File: src/rtl/ct_rtu_pst_pkg.sv
// Shared constants and helpers for the RTU PST physical vector register allocator.
package ct_rtu_pst_pkg;

  localparam int PREG_NUM  = 64;
  localparam int PREG_W    = 6;
  localparam int ALLOC_NUM = 4;
  localparam int ARCH_NUM  = 32;
  localparam int CNT_W     = PREG_W + 1;

  // Pregs below ARCH_NUM hold architectural state out of reset; the rest are free.
  localparam logic [PREG_NUM-1:0] RESET_FREE_BITMAP =
    {{(PREG_NUM-ARCH_NUM){1'b1}}, {ARCH_NUM{1'b0}}};

  // Number of set bits in a preg bitmap; 0..64 needs CNT_W bits.
  function automatic logic [CNT_W-1:0] preg_popcount(input logic [PREG_NUM-1:0] bits);
    logic [CNT_W-1:0] cnt;
    cnt = '0;
    for (int i = 0; i < PREG_NUM; i++) begin
      cnt = cnt + CNT_W'(bits[i]);
    end
    return cnt;
  endfunction

  // Encode a one-hot (or all-zero) preg vector into its index; zero maps to 0.
  function automatic logic [PREG_W-1:0] preg_onehot_to_idx(input logic [PREG_NUM-1:0] onehot);
    logic [PREG_W-1:0] idx;
    idx = '0;
    for (int i = 0; i < PREG_NUM; i++) begin
      if (onehot[i]) begin
        idx = idx | PREG_W'(i);
      end
    end
    return idx;
  endfunction

endpackage

File: src/rtl/ct_rtu_pst_preg_pick4.sv
// Combinational find-first-N picker: returns the ALLOC_NUM lowest-index free pregs,
// each with a valid bit and a one-hot mask used to clear it from the free bitmap.
module ct_rtu_pst_preg_pick4
  import ct_rtu_pst_pkg::*;
(
  input  logic [PREG_NUM-1:0]  free_bitmap,
  output logic [ALLOC_NUM-1:0] pick_vld,
  output logic [PREG_W-1:0]    pick_idx    [ALLOC_NUM],
  output logic [PREG_NUM-1:0]  pick_onehot [ALLOC_NUM]
);

  logic [PREG_NUM-1:0] remain;
  logic [PREG_NUM-1:0] lowest;

  // Peel off the lowest set bit ALLOC_NUM times, removing each pick before the next.
  always_comb begin
    remain = free_bitmap;
    lowest = '0;
    for (int k = 0; k < ALLOC_NUM; k++) begin
      lowest         = remain & (~remain + PREG_NUM'(1));
      pick_onehot[k] = lowest;
      pick_vld[k]    = |lowest;
      pick_idx[k]    = preg_onehot_to_idx(lowest);
      remain         = remain & ~lowest;
    end
  end

endmodule

File: src/rtl/ct_rtu_pst_vreg_alloc_ctrl.sv
// Free-list allocator for the 64-entry physical vreg pool: holds the free bitmap,
// keeps four registered allocation slots topped up for IDU rename, returns pregs on
// retire-release and restores the free state from the recover mask on flush.
module ct_rtu_pst_vreg_alloc_ctrl
  import ct_rtu_pst_pkg::*;
(
  input  logic                forever_cpuclk,
  input  logic                cpurst,
  input  logic                idu_rtu_ir_xreg0_alloc_vld,
  input  logic                idu_rtu_ir_xreg1_alloc_vld,
  input  logic                idu_rtu_ir_xreg2_alloc_vld,
  input  logic                idu_rtu_ir_xreg3_alloc_vld,
  input  logic                rob_pst_release_vld,
  input  logic [PREG_NUM-1:0] idu_rtu_pst_xreg_dealloc_mask,
  input  logic                rtu_yy_xx_flush,
  input  logic [PREG_NUM-1:0] rtu_pst_recover_free_mask,
  output logic [PREG_W-1:0]   rtu_idu_alloc_xreg0,
  output logic                rtu_idu_alloc_xreg0_vld,
  output logic [PREG_W-1:0]   rtu_idu_alloc_xreg1,
  output logic                rtu_idu_alloc_xreg1_vld,
  output logic [PREG_W-1:0]   rtu_idu_alloc_xreg2,
  output logic                rtu_idu_alloc_xreg2_vld,
  output logic [PREG_W-1:0]   rtu_idu_alloc_xreg3,
  output logic                rtu_idu_alloc_xreg3_vld,
  output logic [CNT_W-1:0]    rtu_pst_free_cnt
);

  logic [PREG_NUM-1:0]  free_bitmap;
  logic [PREG_NUM-1:0]  free_bitmap_nxt;
  logic [CNT_W-1:0]     free_cnt;
  logic [ALLOC_NUM-1:0] slot_vld;
  logic [ALLOC_NUM-1:0] slot_vld_nxt;
  logic [PREG_W-1:0]    slot_preg     [ALLOC_NUM];
  logic [PREG_W-1:0]    slot_preg_nxt [ALLOC_NUM];
  logic [ALLOC_NUM-1:0] alloc_vld;
  logic [ALLOC_NUM-1:0] pick_vld;
  logic [PREG_W-1:0]    pick_idx    [ALLOC_NUM];
  logic [PREG_NUM-1:0]  pick_onehot [ALLOC_NUM];
  logic [PREG_NUM-1:0]  pick_clear;
  logic [PREG_NUM-1:0]  release_mask;
  logic [PREG_NUM-1:0]  staged_mask;
  logic [1:0]           rank;

  assign alloc_vld = {idu_rtu_ir_xreg3_alloc_vld, idu_rtu_ir_xreg2_alloc_vld,
                      idu_rtu_ir_xreg1_alloc_vld, idu_rtu_ir_xreg0_alloc_vld};

  assign release_mask = rob_pst_release_vld ? idu_rtu_pst_xreg_dealloc_mask : '0;

  // The picker only ever looks at the registered bitmap, so same-cycle releases wait a cycle.
  ct_rtu_pst_preg_pick4 u_pick (
    .free_bitmap (free_bitmap),
    .pick_vld    (pick_vld),
    .pick_idx    (pick_idx),
    .pick_onehot (pick_onehot)
  );

  // Hand the k-th empty slot (ascending) the k-th pick; only handed-out picks leave the bitmap.
  always_comb begin
    rank       = '0;
    pick_clear = '0;
    for (int i = 0; i < ALLOC_NUM; i++) begin
      slot_vld_nxt[i]  = slot_vld[i];
      slot_preg_nxt[i] = slot_preg[i];
      if (!slot_vld[i] || alloc_vld[i]) begin
        slot_vld_nxt[i]  = pick_vld[rank];
        slot_preg_nxt[i] = pick_idx[rank];
        pick_clear       = pick_clear | pick_onehot[rank];
        rank             = rank + 2'd1;
      end
    end
    free_bitmap_nxt = (free_bitmap & ~pick_clear) | release_mask;
    if (rtu_yy_xx_flush) begin
      free_bitmap_nxt = rtu_pst_recover_free_mask;
      slot_vld_nxt    = '0;
      for (int i = 0; i < ALLOC_NUM; i++) begin
        slot_preg_nxt[i] = '0;
      end
    end
  end

  // Bitmap, slots and the free count all advance together on the clock edge.
  always_ff @(posedge forever_cpuclk) begin
    if (cpurst) begin
      free_bitmap <= RESET_FREE_BITMAP;
      free_cnt    <= CNT_W'(PREG_NUM - ARCH_NUM);
      slot_vld    <= '0;
      for (int i = 0; i < ALLOC_NUM; i++) begin
        slot_preg[i] <= '0;
      end
    end else begin
      free_bitmap <= free_bitmap_nxt;
      free_cnt    <= preg_popcount(free_bitmap_nxt);
      slot_vld    <= slot_vld_nxt;
      for (int i = 0; i < ALLOC_NUM; i++) begin
        slot_preg[i] <= slot_preg_nxt[i];
      end
    end
  end

  assign rtu_idu_alloc_xreg0     = slot_preg[0];
  assign rtu_idu_alloc_xreg1     = slot_preg[1];
  assign rtu_idu_alloc_xreg2     = slot_preg[2];
  assign rtu_idu_alloc_xreg3     = slot_preg[3];
  assign rtu_idu_alloc_xreg0_vld = slot_vld[0];
  assign rtu_idu_alloc_xreg1_vld = slot_vld[1];
  assign rtu_idu_alloc_xreg2_vld = slot_vld[2];
  assign rtu_idu_alloc_xreg3_vld = slot_vld[3];
  assign rtu_pst_free_cnt        = free_cnt;

  // Pregs currently sitting in a valid slot; used to catch double-free and lost pregs.
  always_comb begin
    staged_mask = '0;
    for (int i = 0; i < ALLOC_NUM; i++) begin
      if (slot_vld[i]) begin
        staged_mask[slot_preg[i]] = 1'b1;
      end
    end
  end

  a_alloc_on_empty_slot: assert property (@(posedge forever_cpuclk)
    disable iff (cpurst || rtu_yy_xx_flush) (alloc_vld & ~slot_vld) == '0);

  a_release_not_allocated: assert property (@(posedge forever_cpuclk)
    disable iff (cpurst || rtu_yy_xx_flush) (release_mask & (free_bitmap | staged_mask)) == '0);

  a_staged_not_free: assert property (@(posedge forever_cpuclk)
    disable iff (cpurst) (staged_mask & free_bitmap) == '0);

  a_free_cnt_matches: assert property (@(posedge forever_cpuclk)
    disable iff (cpurst) free_cnt == preg_popcount(free_bitmap));

endmodule

File: config.mk
export PLATFORM = sky130hd
export DESIGN_NAME = ct_rtu_pst_vreg_alloc_ctrl
export DESIGN_NICKNAME = d
export VERILOG_FILES = /design/src/rtl/ct_rtu_pst_pkg.sv /design/src/rtl/ct_rtu_pst_preg_pick4.sv /design/src/rtl/ct_rtu_pst_vreg_alloc_ctrl.sv
export SDC_FILE = /design/constraint.sdc
export NUM_CORES = 1
export LEC_CHECK = 0
export CORE_UTILIZATION = 30
export DETAILED_ROUTE_END_ITERATION = 16
export PLACE_DENSITY_LB_ADDON = 0.2
export SLEW_MARGIN = 40
export SYNTH_ARGS = -nofsm -noshare
export SYNTH_HDL_FRONTEND = slang
export SYNTH_SLANG_ARGS = --single-unit
File: constraint.sdc
create_clock -name forever_cpuclk -period 27.7 [get_ports forever_cpuclk]
set_input_delay 2.77 -clock forever_cpuclk [delete_from_list [all_inputs] [get_ports forever_cpuclk]]
set_output_delay 2.77 -clock forever_cpuclk [all_outputs]
set_load 0.05 [all_outputs]
==> results.py <==
metrics = {
    "sta": {
        "final.min_clock_period_ns": 14.21,
        "relSlewSlack": 0.362,
        "period_share": 0.513,
        "skew_ns": 0.0217,
        "slew_viol_final": 0,
        "tightestPinTransition_ns": 0.956,
        "hold_violations": 0,
        "rsz0062_at_grt": "false",
        "clock.fmax_mhz": 70.4,
        "final-setup-viol-count": 0,
        "final.setup.tns_ns": 0,
    },
    "worst_setup_path": {
        "max_stage_delay_ns": 0.87,
        "crit_path_end_kind": "flip-flop",
        "cp.buffers_inverters": 6,
        "critPathMaxFanout": 29,
        "critical_path.top_delay_family": "simple AND/OR/NAND/NOR gates",
        "crit_start": "free_bitmap[7]",
        "path_class": "reg2reg",
        "required_ns": 27.99,
        "startpoint_type": "flip-flop",
        "cp.arrival_ns": 14.49,
        "reg2reg_from": "free_bitmap[7]",
        "critPathSlowestCell": "a2111oi_1",
        "cp_common_cell": "fa_1",
    },
    "floorplan": {
        "fp.dieH_um": 253,
        "num_rows": 91,
        "io_pins": 171,
        "fp.dieW_um": 253,
        "start_util": 0.305,
        "core_mm2": 0.0618,
        "die_area_mm2": 0.0638,
    },
    "logic_synthesis": {
        "syn_area_mm2": 0.0188,
        "ys.flop_type": "dfxtp_1",
        "yosys-top-cells-count": "363 x nor2_1, 347 x nand2_1, 197 x a21oi_1",
        "synthArstFlopShare": 0,
        "syn_area_per_cell_um2": 6.63,
        "synth_top_area_share": 0.0861,
        "synth_area_leaders": "dfxtp_1 8.6%, nor2_1 7.2%, nand2_1 6.9%",
        "netlist_instances": 2839,
        "synth_edf_count": 18,
        "syn_nets": 3046,
        "synth_area_leader_cell": "dfxtp_1",
        "synth_most_common_cell": "nor2_1",
        "synth_seq_cells": 99,
        "ys_seq_area_frac": 0.115,
        "yosysWarnings": 0,
        "yosysUniqueCellTypes": 106,
    },
    "detailed_routing": {
        "vias": 26400,
        "drt_iter0_drc": 3994,
        "firstDrtPassIters": 6,
        "wl_um": 144000,
        "drc": 0,
        "avgRoutedWirePerCell_um": 38.3,
        "avgViaCountPerCell": 7.04,
        "antenna_left": 0,
    },
    "power": {
        "power.leakage_nw": 7.73,
        "ir_drop_uv": 360,
        "power_density_mw_per_mm2": 98.4,
    },
    "cells_and_area": {
        "drive_gt1_frac": 0.102,
        "area_growth_pct": 17.9,
        "final_nets": 3112,
        "final_util": 0.359,
    },
    "clocking": {
        "cts_made_buffers": 9,
        "cts_hold_buf": 0,
        "clk_pin_slew_ns": 0.09,
        "cts_sinks": 99,
        "clock_latency_ns": 0.41,
        "cts_tree": "yes",
        "cts_root_buf": "clkbuf_16",
        "cts_resized": 0,
        "cts_setup_buffers": 0,
        "cts_buffer_depth": 2,
        "h-tree-depth": 3,
    },
    "status": {
        "status": "finished clean",
    },
    "hold_path": {
        "hold_path.class": "reg2reg",
        "min-delay-start": "slot_preg[3][3]",
    },
    "global_routing": {
        "antenna_found_initial": 10,
        "grt_pass1_vias": 23600,
        "grt_pass1_wl_um": 195000,
        "met1_usage": 0.619,
        "gr-usage-met2": 0.587,
        "grt_max_degree": 106,
        "grt.busiest_layer": "met1",
        "met3_usage": 0.153,
        "gr-total-overflow": 0,
        "track_usage": 0.438,
    },
    "placed_design": {
        "gp_congestion": 1.09,
        "port_buffers": 170,
        "dp_hpwl_um": 114000,
    },
    "run": {
        "drv_cap": 0,
    },
}
-- worst paths after layout --
kind | end | slack (ns) | depth (start not counted)
max | rtu_pst_free_cnt[5] | 13.49 | 37
min | slot_preg[3][3] | 0.56 | 2
max reg2reg | rtu_pst_free_cnt[5] | 13.49 | 37
min reg2reg | slot_preg[3][3] | 0.56 | 2
-- state kept, by name, summed over array words and instances (netlist names) --
name              cells
slot_preg            24
rtu_pst_free_cnt      7
free_bitmap          64
slot_vld              4
-- layout make-up --
class                           instances  area [µm²]
Sequential cell                        99        2160
Clock buffer                            9         225
Fill cell                            6748       39600
Timing Repair Buffer                  266        2450
Multi-Input combinational cell       2436       15900
Clock inverter                          7        70.1
Antenna cell                            3        7.51
Tap cell                              837        1050
Inverter                               93         349
-- per-stage QoR --
step / setup WS, ns / hold WS [ns] / instances / instance area, µm² / power, mW
after floorplan: 16.25 / 0.680 / 2839 / 18800 / 1.49
after global placement: 13.77 / 0.540 / 3728 / 21600 / 1.97
after detailed placement: 13.78 / 0.539 / 3730 / 21800 / 1.99
after CTS: 13.70 / 0.556 / 3746 / 22100 / 2.15
after global routing: 12.92 / 0.612 / 3747 / 22200 / 2.39
final: 13.49 / 0.557 / 3750 / 22200 / 2.19
-- power by group --
group | internal [mW] | leakage [nW] | switching (mW)
Clock | 0.0636 | 0.141 | 0.0770
Combinational | 0.767 | 6.70 | 1.08
Sequential | 0.177 | 0.888 | 0.0263
Total | 1.01 | 7.73 | 1.18
-- cell usage in the layout (no fill, tap or decap), drive strengths merged, types with 18 or more instances in the layout --
cell / instances
nand4: 69
o21ai: 196
buf: 99
nand3: 133
o211ai: 48
a22oi: 22
or3: 37
inv: 93
mux4: 18
edfxtp: 18
nor3: 124
nor2: 363
a221o: 20
a21oi: 197
and3: 36
a211oi: 60
nand2: 347
nand2b: 23
and2: 19
clkdlybuf4s50: 167
or4: 44
a221oi: 28
fa: 54
o31ai: 29
o22ai: 26
o221ai: 23
dfxtp: 81
nor4: 86
or2: 40
nor2b: 28
a31oi: 55
-- layer usage --
metal | up-vias | wire length, µm
met5 | - | 116
met4 | 16 | 7240
met3 | 331 | 20800
met2 | 2083 | 55100
met1 | 13000 | 60500
li1 | 11000 | -
-- worst reg2reg max path: cells and delay by family (launching register included) --
family	cells	cell delay, ns
buf+inv	6	0.75
fa+ha+maj	9	4.42
flops	1	0.49
xor+xnor	1	0.14
compound gates	10	3.39
simple gates	11	4.89
-- kinds of logic after synthesis --
kind of cell    count (synthesis)  synth area share
buf+inv                       304            0.0630
simple gates                 1408             0.383
xor+xnor                       19           0.00883
flops                          99             0.115
mux                            40            0.0337
fa+ha+maj                      80            0.0735
compound gates                889             0.324
Note: power is estimated with default switching activity, not from simulation.
